`src/rtl/gb_wr_arbiter_if.sv`:
```
// rtl/gb_wr_arbiter_if.sv - global_buffer write-port bundle: loader, core writeback and merged output
interface gb_wr_arbiter_if #(
  parameter int K_CHANNELS = 6,
  parameter int ADDR_W     = 16,
  parameter int DATA_W     = 8
);
  logic [ADDR_W-1:0]            cfg_write_base_addr;
  logic                         ld_valid;
  logic                         ld_ready;
  logic [ADDR_W-1:0]            ld_addr;
  logic [DATA_W-1:0]            ld_data;
  logic [K_CHANNELS-1:0]        core_wr_en;
  logic                         core_ready;
  logic [K_CHANNELS*ADDR_W-1:0] core_addr;
  logic [K_CHANNELS*DATA_W-1:0] core_data;
  logic [K_CHANNELS-1:0]        gb_wr_en;
  logic [K_CHANNELS*ADDR_W-1:0] gb_wr_addr;
  logic [K_CHANNELS*DATA_W-1:0] gb_wr_data;
  logic                         arb_busy;

  modport master (
    output cfg_write_base_addr, ld_valid, ld_addr, ld_data, core_wr_en, core_addr, core_data,
    input  ld_ready, core_ready, gb_wr_en, gb_wr_addr, gb_wr_data, arb_busy
  );

  modport slave (
    input  cfg_write_base_addr, ld_valid, ld_addr, ld_data, core_wr_en, core_addr, core_data,
    output ld_ready, core_ready, gb_wr_en, gb_wr_addr, gb_wr_data, arb_busy
  );
endinterface

```
`src/rtl/gb_wr_arbiter.sv`:
```
// rtl/gb_wr_arbiter.sv - alternating loader/core arbiter for the global_buffer write port
// Optional GB_ARB_STATS_EN adds loader-stall and core-full cycle counters.
module gb_wr_arbiter #(
  parameter int K_CHANNELS = 6,
  parameter int ADDR_W     = 16,
  parameter int DATA_W     = 8,
  parameter int FIFO_DEPTH = 4
) (
  input  logic          clk,
  input  logic          rst_async_n,
  gb_wr_arbiter_if.slave bus
`ifdef GB_ARB_STATS_EN
  ,
  input  logic          stat_clr,
  output logic [31:0]   stat_ld_stall,
  output logic [31:0]   stat_core_full
`endif
);

  localparam int PTR_W = $clog2(FIFO_DEPTH);
  localparam int CNT_W = PTR_W + 1;
  localparam int AW    = K_CHANNELS * ADDR_W;
  localparam int DW    = K_CHANNELS * DATA_W;

  typedef enum logic {
    GRANT_CORE   = 1'b0,
    GRANT_LOADER = 1'b1
  } grant_e;

  grant_e                  last_grant;
  grant_e                  last_grant_nxt;
  logic                    grant_ld;
  logic                    grant_core;
  logic                    ld_ready_c;

  logic [K_CHANNELS-1:0]   mem_en   [FIFO_DEPTH];
  logic [AW-1:0]           mem_addr [FIFO_DEPTH];
  logic [DW-1:0]           mem_data [FIFO_DEPTH];
  logic [PTR_W-1:0]        wr_ptr;
  logic [PTR_W-1:0]        rd_ptr;
  logic [CNT_W-1:0]        count;
  logic                    fifo_nempty;
  logic                    core_ready_c;
  logic                    push;
  logic [AW-1:0]           push_addr;

  logic [K_CHANNELS-1:0]   wr_en_q;
  logic [AW-1:0]           wr_addr_q;
  logic [DW-1:0]           wr_data_q;

  assign fifo_nempty  = (count != '0);
  assign core_ready_c = (count < CNT_W'(FIFO_DEPTH));
  assign push         = core_ready_c && (|bus.core_wr_en);

  // Base is folded in at push so a later base change never affects queued entries.
  always_comb begin
    push_addr = '0;
    for (int k = 0; k < K_CHANNELS; k++) begin
      push_addr[k*ADDR_W +: ADDR_W] = bus.core_addr[k*ADDR_W +: ADDR_W] + bus.cfg_write_base_addr;
    end
  end

  always_comb begin
    last_grant_nxt = last_grant;
    grant_ld       = 1'b0;
    grant_core     = 1'b0;
    ld_ready_c     = !(fifo_nempty && (last_grant == GRANT_LOADER));
    if (bus.ld_valid && (!fifo_nempty || (last_grant == GRANT_CORE))) begin
      grant_ld       = 1'b1;
      last_grant_nxt = GRANT_LOADER;
    end else if (fifo_nempty) begin
      grant_core     = 1'b1;
      last_grant_nxt = GRANT_CORE;
    end
  end

  always_ff @(posedge clk or negedge rst_async_n) begin
    if (!rst_async_n) begin
      last_grant <= GRANT_CORE;
    end else begin
      last_grant <= last_grant_nxt;
    end
  end

  always_ff @(posedge clk) begin
    if (push) begin
      mem_en[wr_ptr]   <= bus.core_wr_en;
      mem_addr[wr_ptr] <= push_addr;
      mem_data[wr_ptr] <= bus.core_data;
    end
  end

  always_ff @(posedge clk or negedge rst_async_n) begin
    if (!rst_async_n) begin
      wr_ptr <= '0;
      rd_ptr <= '0;
      count  <= '0;
    end else begin
      if (push) begin
        wr_ptr <= wr_ptr + 1'b1;
      end
      if (grant_core) begin
        rd_ptr <= rd_ptr + 1'b1;
      end
      count <= count + CNT_W'(push) - CNT_W'(grant_core);
    end
  end

  // Address/data hold their last value when nothing is granted; only the enables drop.
  always_ff @(posedge clk or negedge rst_async_n) begin
    if (!rst_async_n) begin
      wr_en_q   <= '0;
      wr_addr_q <= '0;
      wr_data_q <= '0;
    end else if (grant_ld) begin
      wr_en_q   <= K_CHANNELS'(1'b1);
      wr_addr_q <= AW'(bus.ld_addr);
      wr_data_q <= DW'(bus.ld_data);
    end else if (grant_core) begin
      wr_en_q   <= mem_en[rd_ptr];
      wr_addr_q <= mem_addr[rd_ptr];
      wr_data_q <= mem_data[rd_ptr];
    end else begin
      wr_en_q   <= '0;
    end
  end

  assign bus.ld_ready   = ld_ready_c;
  assign bus.core_ready = core_ready_c;
  assign bus.gb_wr_en   = wr_en_q;
  assign bus.gb_wr_addr = wr_addr_q;
  assign bus.gb_wr_data = wr_data_q;
  assign bus.arb_busy   = fifo_nempty || (|wr_en_q);

`ifdef GB_ARB_STATS_EN
  logic ld_stall_evt;
  logic core_full_evt;

  assign ld_stall_evt  = bus.ld_valid && !ld_ready_c;
  assign core_full_evt = (|bus.core_wr_en) && !core_ready_c;

  always_ff @(posedge clk or negedge rst_async_n) begin
    if (!rst_async_n) begin
      stat_ld_stall  <= '0;
      stat_core_full <= '0;
    end else if (stat_clr) begin
      stat_ld_stall  <= '0;
      stat_core_full <= '0;
    end else begin
      if (ld_stall_evt && (stat_ld_stall != 32'hFFFF_FFFF)) begin
        stat_ld_stall <= stat_ld_stall + 32'd1;
      end
      if (core_full_evt && (stat_core_full != 32'hFFFF_FFFF)) begin
        stat_core_full <= stat_core_full + 32'd1;
      end
    end
  end
`endif

endmodule

```
`src/flat_wrapper.sv`:
```
// flat-port wrapper written by rule: the top's interface ports become plain ports
module gb_wr_arbiter_flat 
#(
  parameter int K_CHANNELS = 6,
  parameter int ADDR_W     = 16,
  parameter int DATA_W     = 8,
  parameter int FIFO_DEPTH = 4
)
  (clk, rst_async_n, bus_cfg_write_base_addr, bus_ld_valid, bus_ld_addr, bus_ld_data, bus_core_wr_en, bus_core_addr, bus_core_data, bus_ld_ready, bus_core_ready, bus_gb_wr_en, bus_gb_wr_addr, bus_gb_wr_data, bus_arb_busy);
  gb_wr_arbiter_if #(.K_CHANNELS(K_CHANNELS), .ADDR_W(ADDR_W), .DATA_W(DATA_W)) bus_i ();
  input  logic clk;
  input  logic rst_async_n;
  input wire logic [$bits(bus_i.cfg_write_base_addr)-1:0] bus_cfg_write_base_addr;
  input wire logic [$bits(bus_i.ld_valid)-1:0] bus_ld_valid;
  input wire logic [$bits(bus_i.ld_addr)-1:0] bus_ld_addr;
  input wire logic [$bits(bus_i.ld_data)-1:0] bus_ld_data;
  input wire logic [$bits(bus_i.core_wr_en)-1:0] bus_core_wr_en;
  input wire logic [$bits(bus_i.core_addr)-1:0] bus_core_addr;
  input wire logic [$bits(bus_i.core_data)-1:0] bus_core_data;
  output wire logic [$bits(bus_i.ld_ready)-1:0] bus_ld_ready;
  output wire logic [$bits(bus_i.core_ready)-1:0] bus_core_ready;
  output wire logic [$bits(bus_i.gb_wr_en)-1:0] bus_gb_wr_en;
  output wire logic [$bits(bus_i.gb_wr_addr)-1:0] bus_gb_wr_addr;
  output wire logic [$bits(bus_i.gb_wr_data)-1:0] bus_gb_wr_data;
  output wire logic [$bits(bus_i.arb_busy)-1:0] bus_arb_busy;
  assign bus_i.cfg_write_base_addr = bus_cfg_write_base_addr;
  assign bus_i.ld_valid = bus_ld_valid;
  assign bus_i.ld_addr = bus_ld_addr;
  assign bus_i.ld_data = bus_ld_data;
  assign bus_i.core_wr_en = bus_core_wr_en;
  assign bus_i.core_addr = bus_core_addr;
  assign bus_i.core_data = bus_core_data;
  assign bus_ld_ready = bus_i.ld_ready;
  assign bus_core_ready = bus_i.core_ready;
  assign bus_gb_wr_en = bus_i.gb_wr_en;
  assign bus_gb_wr_addr = bus_i.gb_wr_addr;
  assign bus_gb_wr_data = bus_i.gb_wr_data;
  assign bus_arb_busy = bus_i.arb_busy;
  gb_wr_arbiter #(.K_CHANNELS(K_CHANNELS), .ADDR_W(ADDR_W), .DATA_W(DATA_W), .FIFO_DEPTH(FIFO_DEPTH)) u_core (.clk(clk), .rst_async_n(rst_async_n), .bus(bus_i));
endmodule
```
`config.mk`:
```
export PLATFORM = sky130hd
export DESIGN_NAME = gb_wr_arbiter_flat
export DESIGN_NICKNAME = d
export VERILOG_FILES = /design/src/rtl/gb_wr_arbiter_if.sv /design/src/rtl/gb_wr_arbiter.sv /design/src/flat_wrapper.sv
export SDC_FILE = /design/constraint.sdc
export NUM_CORES = 1
export LEC_CHECK = 0
export ABC_AREA = 1
export CAP_MARGIN = 20
export CELL_PAD_IN_SITES_DETAIL_PLACEMENT = 1
export CELL_PAD_IN_SITES_GLOBAL_PLACEMENT = 1
export CORE_ASPECT_RATIO = 2
export CORE_MARGIN = 8
export CORE_UTILIZATION = 45
export DETAILED_ROUTE_END_ITERATION = 8
export PLACE_DENSITY = 0.9
export SKIP_CTS_REPAIR_TIMING = 1
export SLEW_MARGIN = 25
export SYNTH_ARGS = -nofsm -noshare
export SYNTH_HDL_FRONTEND = slang
export SYNTH_SLANG_ARGS = --single-unit
```
`constraint.sdc`:
```
create_clock -name clk -period 8.8 [get_ports clk]
set_input_delay 1.76 -clock clk [delete_from_list [all_inputs] [get_ports clk]]
set_output_delay 1.76 -clock clk [all_outputs]
set_load 0.02 [all_outputs]
```
==> metrics.txt, run 1 <==
vias in the first global route between 20k and 30k; synth top area cells edfxtp_1, nand2_1, dfrtp_1; PnR Total Power around 14 mW; reg2reg start u_core.count[1]; Die X-Extent 212 um; first-pass iteration count of the detailed router 5; Die Span Y ~410 um; critical path class input pin to flip-flop; H-tree levels 3; Area growth, synth to finish 18.1%; Final Hold Fails 0; Netlist cell types 30; area of the multi-input gates about 11000 sq um; sequential cell area 22000 sq um; hold_ws around 0.48 ns; hold depth 2; Post-Syn Nets approximately 3.7k; clock latency on the worst-skew pair ~0.65 ns; Gate Count Post-Synth about 3.4k; FILL cells ~8.4k; Yosys warnings 0; share of post-route cells with drive strength above 1 under 10%; Max Fclk roughly 0.22 GHz; first-pass GRT wire length roughly 170000 um; io pins about 350; max-cap viol count 0; reg-to-reg endpoint u_core.count[2]; hold crit path type flip-flop to flip-flop; commonest non-fill, non-tap cell in the layout nand2_1; Final Cell Area approximately 41000 sq um; pin count of the biggest net entering global routing between 200 and 250; slew margin rel. between 30% and 40%; DRT iter0 DRCs between 1k and 1.5k; run status completed; largest area contributor in the synthesized netlist edfxtp_1; HP Start u_core.bus.gb_wr_data[18]; Syn Std Cell Area between 30000 and 40000 sq um; die area between 80000 and 90000 sq um; Yosys reg bits about 760; All-Layer GR Usage about a quarter; post-detailed-route count of antenna-violating nets 0; Max FO, Critical Path 83; final slew viol count 0; Clock Sinks ~760; core footprint 76800 sq um; Crit. End Element flip-flop; Avg WL per Cell 22.9 um; register area share after synthesis around 63%; initial antenna violation count 7; clk buf depth 3; CTS tree built; CP required 9.35 ns; Initial Util a little under half; register-to-register setup slack just over 5 ns; Final Non-Filler Cells ~4.8k; via count approximately 26k; HPWL Detailed between 70000 and 80000 um; Vias/cell ~5.4; VDD IR-drop max roughly 0.32 mV; arrival time worst endpoint 5.06 ns; port bufs around 350; Clock Tree Root clkbuf_16; commonest cells after routing, fill and taps aside nand2_1, edfxtp_1, nand3_1; Num CTS Buffers 67; post-synth top area share about half; DP Area between 30000 and 40000 sq um; GPL Wtd Cong about 0.87; DRC viols 0; cells on worst reg2reg path 14; syn_area_per_cell just over 10 sq um; clock slew at reported path FFs 0.07 ns; drt total wl approximately 110000 um; Congestion Overflow GR 0; placed cell count roughly 4.7k; fin crit share approximately half; Setup Skew between 0.02 and 0.03 ns; fin crit period around 4.5 ns; pwr/cell area approximately 340 nW/um^2; Hold Path Sink u_core.bus.gb_wr_data[18]; unrepaired setup endpoints after global routing no; Leakage Power about 17 nW; Final Net Count 3995; worst slew pin tran 1.04 ns; # setup viols final 0; fin util between 50% and 60%; FP Rows 144; critical path startpoint category input pin
[power by group]
part           total (mW)  switching (mW)  internal, mW
clock                2.97            1.37          1.60
sequential           5.59           0.422          5.17
combinational        5.29            3.62          1.67
total                13.8            5.41          8.44
[registers in the layout (all words and copies together), names as in the netlist]
register,cells
u_core.rd_ptr,2
u_core.mem_en,24
u_core.bus.gb_wr_en,6
u_core.bus.gb_wr_addr,96
u_core.count,3
u_core.wr_ptr,2
u_core.mem_addr,384
u_core.bus.gb_wr_data,48
u_core.mem_data,192
u_core.last_grant,1
[kinds of logic (layout without fill, tap and decap cells)]
kind of cell / Yosys count / count (layout) / share of synthesized area (%)
simple gates: 1850 / 1850 / 21.5
flops: 758 / 758 / 63.3
buf+inv: 393 / 749 / 5.49
compound gates: 242 / 242 / 4.57
fa+ha+maj: 103 / 103 / 3.86
xor+xnor: 52 / 52 / 1.31
other cells: 0 / 1 / 0
[cells in the mapped netlist (all sizes together)]
master	number
xnor2	10
inv	254
nand3	357
nand4	6
o21ai	185
edfxtp	600
clkbuf	5
nor3	18
fa	7
xor2	42
nor4	1
buf	133
dfrtp	158
nand3b	3
nand2	1380
nor2	85
clkinv	1
o22ai	1
ha	96
a21oi	56
[layout make-up]
type	count	area share, %
diodes	1	0.00610
repair buffers	370	9.01
clock buffers	93	4.65
clock inverters	31	0.659
inverters	255	2.38
well taps	1022	3.12
flip-flops and latches	758	53.6
multi-input cells	2247	26.6
[metal layers]
layer | wire (um) | track usage, %
met3 | 6990 | 5.43
met5 | 81 | 0
met1 | 39800 | 26.8
met2 | 57200 | 46.0
met4 | 5080 | 12.3
[metrics by stage]
| stage | setup TNS [ns] | worst slack [ns] |
|---|---|---|
| after floorplan | -53.37 | -0.0890 |
| after global placement | 0 | 3.70 |
| after detailed placement | 0 | 3.64 |
| after CTS | 0 | 4.33 |
| after global routing | 0 | 4.14 |
| final | 0 | 4.29 |
[worst max-delay path: stages]
cell and delay [ns]:
clkdlybuf4s50_1 0.43, nand2_2 0.08, buf_4 0.54, nand2_8 0.67, inv_1 0.25, ha_1 0.26
inv_1 0.07, ha_1 0.15, inv_1 0.06, fa_1 0.40, xnor2_1 0.19, xor2_1 0.18
[worst max path at each step]
stage,start,endpoint,slack (ns),cells after the start
after detailed placement,bus_ld_valid,u_core.count[2],3.64,12
after CTS,bus_ld_valid,u_core.count[2],4.33,12
after global placement,bus_ld_valid,u_core.count[2],3.70,12
final,bus_ld_valid,u_core.count[2],4.29,12
after global routing,bus_ld_valid,u_core.count[2],4.14,12
after floorplan,bus_core_wr_en[5],u_core.mem_addr[0][0],-0.09,4
Note: power is estimated with default switching activity, not from simulation.
==> run 2: changes to the inputs <==
- clock period: 8.8 -> 4.4 ns (I/O delays scaled with it)
==> metrics.txt, run 2 (same netlist as run 1, synthesis figures left out) <==
Congestion Overflow GR 0 (unchanged); Initial Util 45.2% (unchanged); pin count of the biggest net entering global routing 195 (-11%); Reg with most FFs u_core.mem_addr; clock slew at reported path FFs 0.07 ns (about the same); Die Span Y 409 um (unchanged); Worst path top cell family by delay adder cells; clock share of power 22.7% (+1.3 points); HPWL Detailed 75300 um (+6.3%); DRC viols 0 (unchanged); GPL Wtd Cong 0.907 (+4.1%); core footprint 76800 sq um (unchanged); Crit. End Element flip-flop; CP cell instances clkdlybuf4s50_1, ha_1, fa_1, nand2_1, nand2_1, nand3b_1, nand2_1, nand2_1, nand2_1, nand2_1, nand2_1; pwr/cell area 686 nW/um^2 (+100%); PnR Total Power 28.4 mW (+110%); Sw Ratio 38.5% (-0.57 points); post-detailed-route count of antenna-violating nets 0 (unchanged); reg2reg start u_core.rd_ptr[0]; max FFs per register 384 (unchanged); Die X-Extent 212 um (unchanged); Area growth, synth to finish 19.2%; Flop pwr share 39.4% (-0.9 points); Max FO, Critical Path 6 (-93%); CP max stage delay 0.86 ns (+0.19 ns); Final Net Count 4007 (+0.30%); unrepaired setup endpoints after global routing no; Comb pwr share 37.9% (-0.3 points); commonest cells after routing, fill and taps aside nand2_1, edfxtp_1, nand3_1; run status completed; Avg WL per Cell 23.3 um (+2.2%); Final Hold Fails 0 (unchanged); max-cap viol count 0 (unchanged); critical path startpoint category input pin; via count 26.2k (+0.93%); H-tree levels 3 (unchanged); Leakage Power 17.3 nW (+1.1%); die area 86800 sq um (unchanged); port bufs 345 (unchanged); Vias/cell 5.45 (+0.53%); initial antenna violation count 6 (-1); Psw 10.9 mW (+100%); cell mode on critical path nand2_1; Clock Tree Root clkbuf_16; worst slew pin tran 1.00 ns (-0.0384 ns); arrival time worst endpoint 3.49 ns (-1.57 ns); fin crit share 70.9%; FILL cells 8407 (+0.14%); drt total wl 112000 um (+2.6%); clk buf depth 3 (unchanged); Setup crit start bus_cfg_write_base_addr[0]; Setup Skew 0.0338 ns (+0.00489 ns); clock latency on the worst-skew pair 0.65 ns (about the same); share of post-route cells with drive strength above 1 6.79% (+0.21 points); vias in the first global route 28.8k (-0.12%); CP max-delay cell clkdlybuf4s50_1; Clock Sinks 758 (unchanged); first-pass GRT wire length 170000 um (+2.3%); slew margin rel. 33.2% (+2.8 points); CP required 4.77 ns (-4.58 ns); io pins 346 (unchanged); fin util 53.9% (+0.54 points); WP buf/inv 1 (-4); fin crit period 3.12 ns; commonest non-fill, non-tap cell in the layout nand2_1; VDD IR-drop max 0.530 mV (+67%); # setup viols final 0 (unchanged); first-pass iteration count of the detailed router 5 (unchanged); DRT iter0 DRCs 1777 (+23%); final slew viol count 0 (unchanged); Max Fclk about 0.32 GHz; Num CTS Buffers 70 (+4.5%); FP Rows 144 (unchanged); All-Layer GR Usage 25.7% (+0.57 points); Pint 17.5 mW (+110%); hold crit path type input pin to asynchronous set/reset pin; critical path class input pin to flip-flop; CTS tree built
-- run 2: cell types whose count changed in the layout (fill, tap and decap cells not counted), sizes merged, moves of 2 or more --
cell,delta
inv,-2
clkinvlp,-2
bufinv,+5
clkbuf,+9
clkinv,-4
buf,+8
diode,+4
-- run 2: worst paths after layout --
check | to | slack (ns) | cells past startpoint
max | u_core.mem_addr[1][78] | 1.28 | 11
min | u_core.bus.gb_wr_data[13] | 0.25 | 1
max reg2reg | u_core.bus.gb_wr_addr[79] | 1.67 | 6
min reg2reg | u_core.bus.gb_wr_data[8] | 0.48 | 2
max in group asynchronous | u_core.bus.gb_wr_addr[40] | 3.16 | 2
min in group clk | u_core.bus.gb_wr_data[8] | 0.48 | 2
-- run 2: cell type report --
type | count | area (sq um) | share of cell area, %
Inverter | 255 | 980 | 2.37
Sequential cell | 758 | 22000 | 53.1
Clock inverter | 28 | 357 | 0.861
Antenna cell | 5 | 12.5 | 0.0302
Multi-Input combinational cell | 2247 | 10900 | 26.3
Tap cell | 1022 | 1280 | 3.09
Clock buffer | 102 | 2060 | 4.97
Timing Repair Buffer | 379 | 3850 | 9.30
-- run 2: through the flow --
step / hold slack, ns / setup TNS (ns) / cells / cell area [sq um] / setup WS [ns]
6_report: 0.249 / 0 / 4796 / 41400 / 1.28
5_1_grt: 0.278 / 0 / 4792 / 41400 / 1.27
4_1_cts: 0.240 / 0 / 4791 / 41400 / 1.42
3_5_place_dp: 0.469 / 0 / 4661 / 39000 / 0.770
3_3_place_gp: 0.464 / 0 / 4661 / 39000 / 0.874
2_1_floorplan: 0.462 / -670.61 / 3398 / 34700 / -1.12
-- run 2: layer usage --
layer  routed length [um]  share of wire (%)  GRT usage (%)  up-vias
met5                   23              0.021              0        -
met4                 4740                4.2           11.5        4
met3                 6530                5.8           4.75      242
met2                59500                 53           47.2      898
met1                41200                 37           28.2    13112
li1                     -                  -              -    11895
-- run 2: power groups by stage --
| stage | clock, mW | combinational (mW) | sequential, mW |
|---|---|---|---|
| floorplan | 0 | 5.97 | 12.0 |
| global placement | 0 | 10.3 | 11.1 |
| detailed placement | 0 | 10.8 | 11.3 |
| CTS | 6.58 | 10.9 | 11.2 |
| global route | 6.79 | 11.7 | 11.4 |
| finish | 6.45 | 10.8 | 11.2 |
-- run 2: worst register-to-register path, delay by kind of cell (launching register included) --
family                 cells  cell delay [ns]
and+or+nand+nor            3             0.38
AOI/OAI and AO/OA          1             0.08
buffers and inverters      2             1.36
DFF                        1             0.78
==> run 3: changes to the inputs <==
- clock period: 4.4 -> 3 ns (I/O delays scaled with it)
==> metrics.txt, run 3 (same netlist as run 1, synthesis figures left out) <==
run status completed; critical path class flip-flop to primary output; CP cell instances nor2_2, nand2_4, nand2_2, clkdlybuf4s50_1; met1 Track Usage GR 26.6% (-1.6 points); hold crit path type input pin to asynchronous set/reset pin; Initial Util 45.2% (unchanged); post-detailed-route count of antenna-violating nets 0 (unchanged); core footprint 76800 sq um (unchanged); CP max stage delay 0.62 ns (-0.24 ns); FP Rows 144 (unchanged); Leakage Power 17.5 nW (+1.0%); Pint 25.5 mW (+46%); commonest non-fill, non-tap cell in the layout nand2_1; clock latency on the worst-skew pair 0.65 ns (about the same); share of post-route cells with drive strength above 1 7.57% (+0.77 points); DRT iter0 DRCs 1395 (-21%); Max Fclk roughly 0.37 GHz; Area growth, synth to finish 20.5%; Setup Skew 0.0271 ns (-0.00673 ns); CTS tree built; port bufs 345 (unchanged); clk buf depth 3 (unchanged); vias in the first global route 29.0k (+0.49%); DRC viols 0 (unchanged); Num CTS Buffers 70 (unchanged); arrival time worst endpoint 2.08 ns (-1.41 ns); die area 86800 sq um (unchanged); Avg WL per Cell 22.9 um (-1.8%); All-Layer GR Usage 25.3% (-0.39 points); Psw 16.0 mW (+46%); Clock Sinks 758 (unchanged); Die Span Y 409 um (unchanged); Sw Ratio 38.5% (about the same); clock share of power 21.9% (-0.8 points); initial antenna violation count 11 (+5); Final Non-Filler Cells 4823 (+0.56%); pin count of the biggest net entering global routing 177 (-9.2%); Top Usage Layer GRT met2; VDD IR-drop max 1.05 mV (+98%); io pins 346 (unchanged); unrepaired setup endpoints after global routing no; routing usage on met3 5.53% (+0.78 points); fin crit share 89.2%; Final Hold Fails 0 (unchanged); worst slew pin tran 1.05 ns (+0.0471 ns); Reg with most FFs u_core.mem_addr; commonest cells after routing, fill and taps aside nand2_1, edfxtp_1, nand3_1; final slew viol count 0 (unchanged); Final Net Count 4033 (+0.65%); Vias/cell 5.41 (-0.79%); CP max-delay cell clkdlybuf4s50_1; first-pass GRT wire length 167000 um (-1.9%); Die X-Extent 212 um (unchanged); via count 26.1k (-0.23%); H-tree levels 3 (unchanged); Crit. End Element primary output; placed cell count 4686 (+0.54%); slew margin rel. 30.1% (-3.1 points); max-cap viol count 0 (unchanged); Worst path top cell family by delay buffers and inverters; pwr/cell area 993 nW/um^2 (+45%); PnR Total Power 41.5 mW (+46%); critical path startpoint category flip-flop; max FFs per register 384 (unchanged); first-pass iteration count of the detailed router 5 (unchanged); drt total wl 111000 um (-1.2%); fin crit period approximately 2.7 ns; Clock Tree Root clkbuf_16; Max FO, Critical Path 4 (-2); Congestion Overflow GR 0 (unchanged); GPL Wtd Cong 0.908 (+0.14%); CP required 2.40 ns (-2.37 ns); Comb pwr share 38.8% (+0.9 points); clock slew at reported path FFs 0.07 ns (about the same); met2 Use GR 45.9% (-1.3 points); HPWL Detailed 75400 um (+0.11%); WP buf/inv 1 (unchanged); # setup viols final 0 (unchanged); Flop pwr share 39.3% (about the same)
## run 3: cell types whose count changed in the layout (fill, tap and decap cells not counted), moves of 4 or more
cell / previous run / this run
buf_12: 11 / 36
clkbuf_1: 20 / 14
clkbuf_16: 76 / 72
clkinv_2: 5 / 11
## run 3: worst paths after layout
kind	startpoint	end	slack (ns)	cells past startpoint
worst max register to register	u_core.count[1]	u_core.count[2]	0.48	13
max in group asynchronous	rst_async_n	u_core.bus.gb_wr_addr[51]	1.69	4
min in group clk	u_core.bus.gb_wr_data[16]	u_core.bus.gb_wr_data[16]	0.48	2
worst min-delay path	rst_async_n	u_core.bus.gb_wr_addr[92]	0.44	2
worst max-delay path	u_core.count[1]	bus_ld_ready	0.32	4
worst min register to register	u_core.bus.gb_wr_data[16]	u_core.bus.gb_wr_data[16]	0.48	2
## run 3: stage by stage
| stage | util (%) | setup slack [ns] | hold WS, ns | TNS [ns] | cell area (sq um) |
|---|---|---|---|---|---|
| 6_report | 54.5 | 0.324 | 0.440 | 0 | 41800 |
| 5_1_grt | 54.5 | 0.236 | 0.446 | 0 | 41800 |
| 4_1_cts | 54.5 | 0.261 | -0.186 | 0 | 41800 |
| 3_5_place_dp | 51.5 | 0.112 | 0.469 | 0 | 39500 |
| 3_3_place_gp | 51.5 | 0.216 | 0.463 | 0 | 39500 |
| 2_1_floorplan | - | -0.486 | 0.304 | -282.78 | 34800 |
## run 3: cell type report
class,count,area [sq um]
clock buffers,92,1940
inverters,255,975
diodes,8,20.0
clock inverters,36,360
well taps,1022,1280
fillers,8248,34900
multi-input cells,2247,10900
flip-flops and latches,758,22000
repair buffers,405,4360
## run 3: layer usage
| metal | up-vias | part of all wire, % | routed length [um] |
|---|---|---|---|
| met5 | - | 0.037 | 41 |
| met4 | 6 | 5.8 | 6390 |
| met3 | 284 | 6.0 | 6680 |
| met2 | 863 | 52 | 57500 |
| met1 | 13005 | 36 | 40000 |
| li1 | 11933 | - | - |
## run 3: power by group through the flow
stage / logic [mW] / registers, mW / clock network, mW
final: 16.1 / 16.3 / 9.09
after global routing: 17.5 / 16.6 / 9.55
after CTS: 16.4 / 16.3 / 9.27
after detailed placement: 16.2 / 16.5 / 0
after global placement: 15.4 / 16.3 / 0
after floorplan: 8.79 / 17.4 / 0
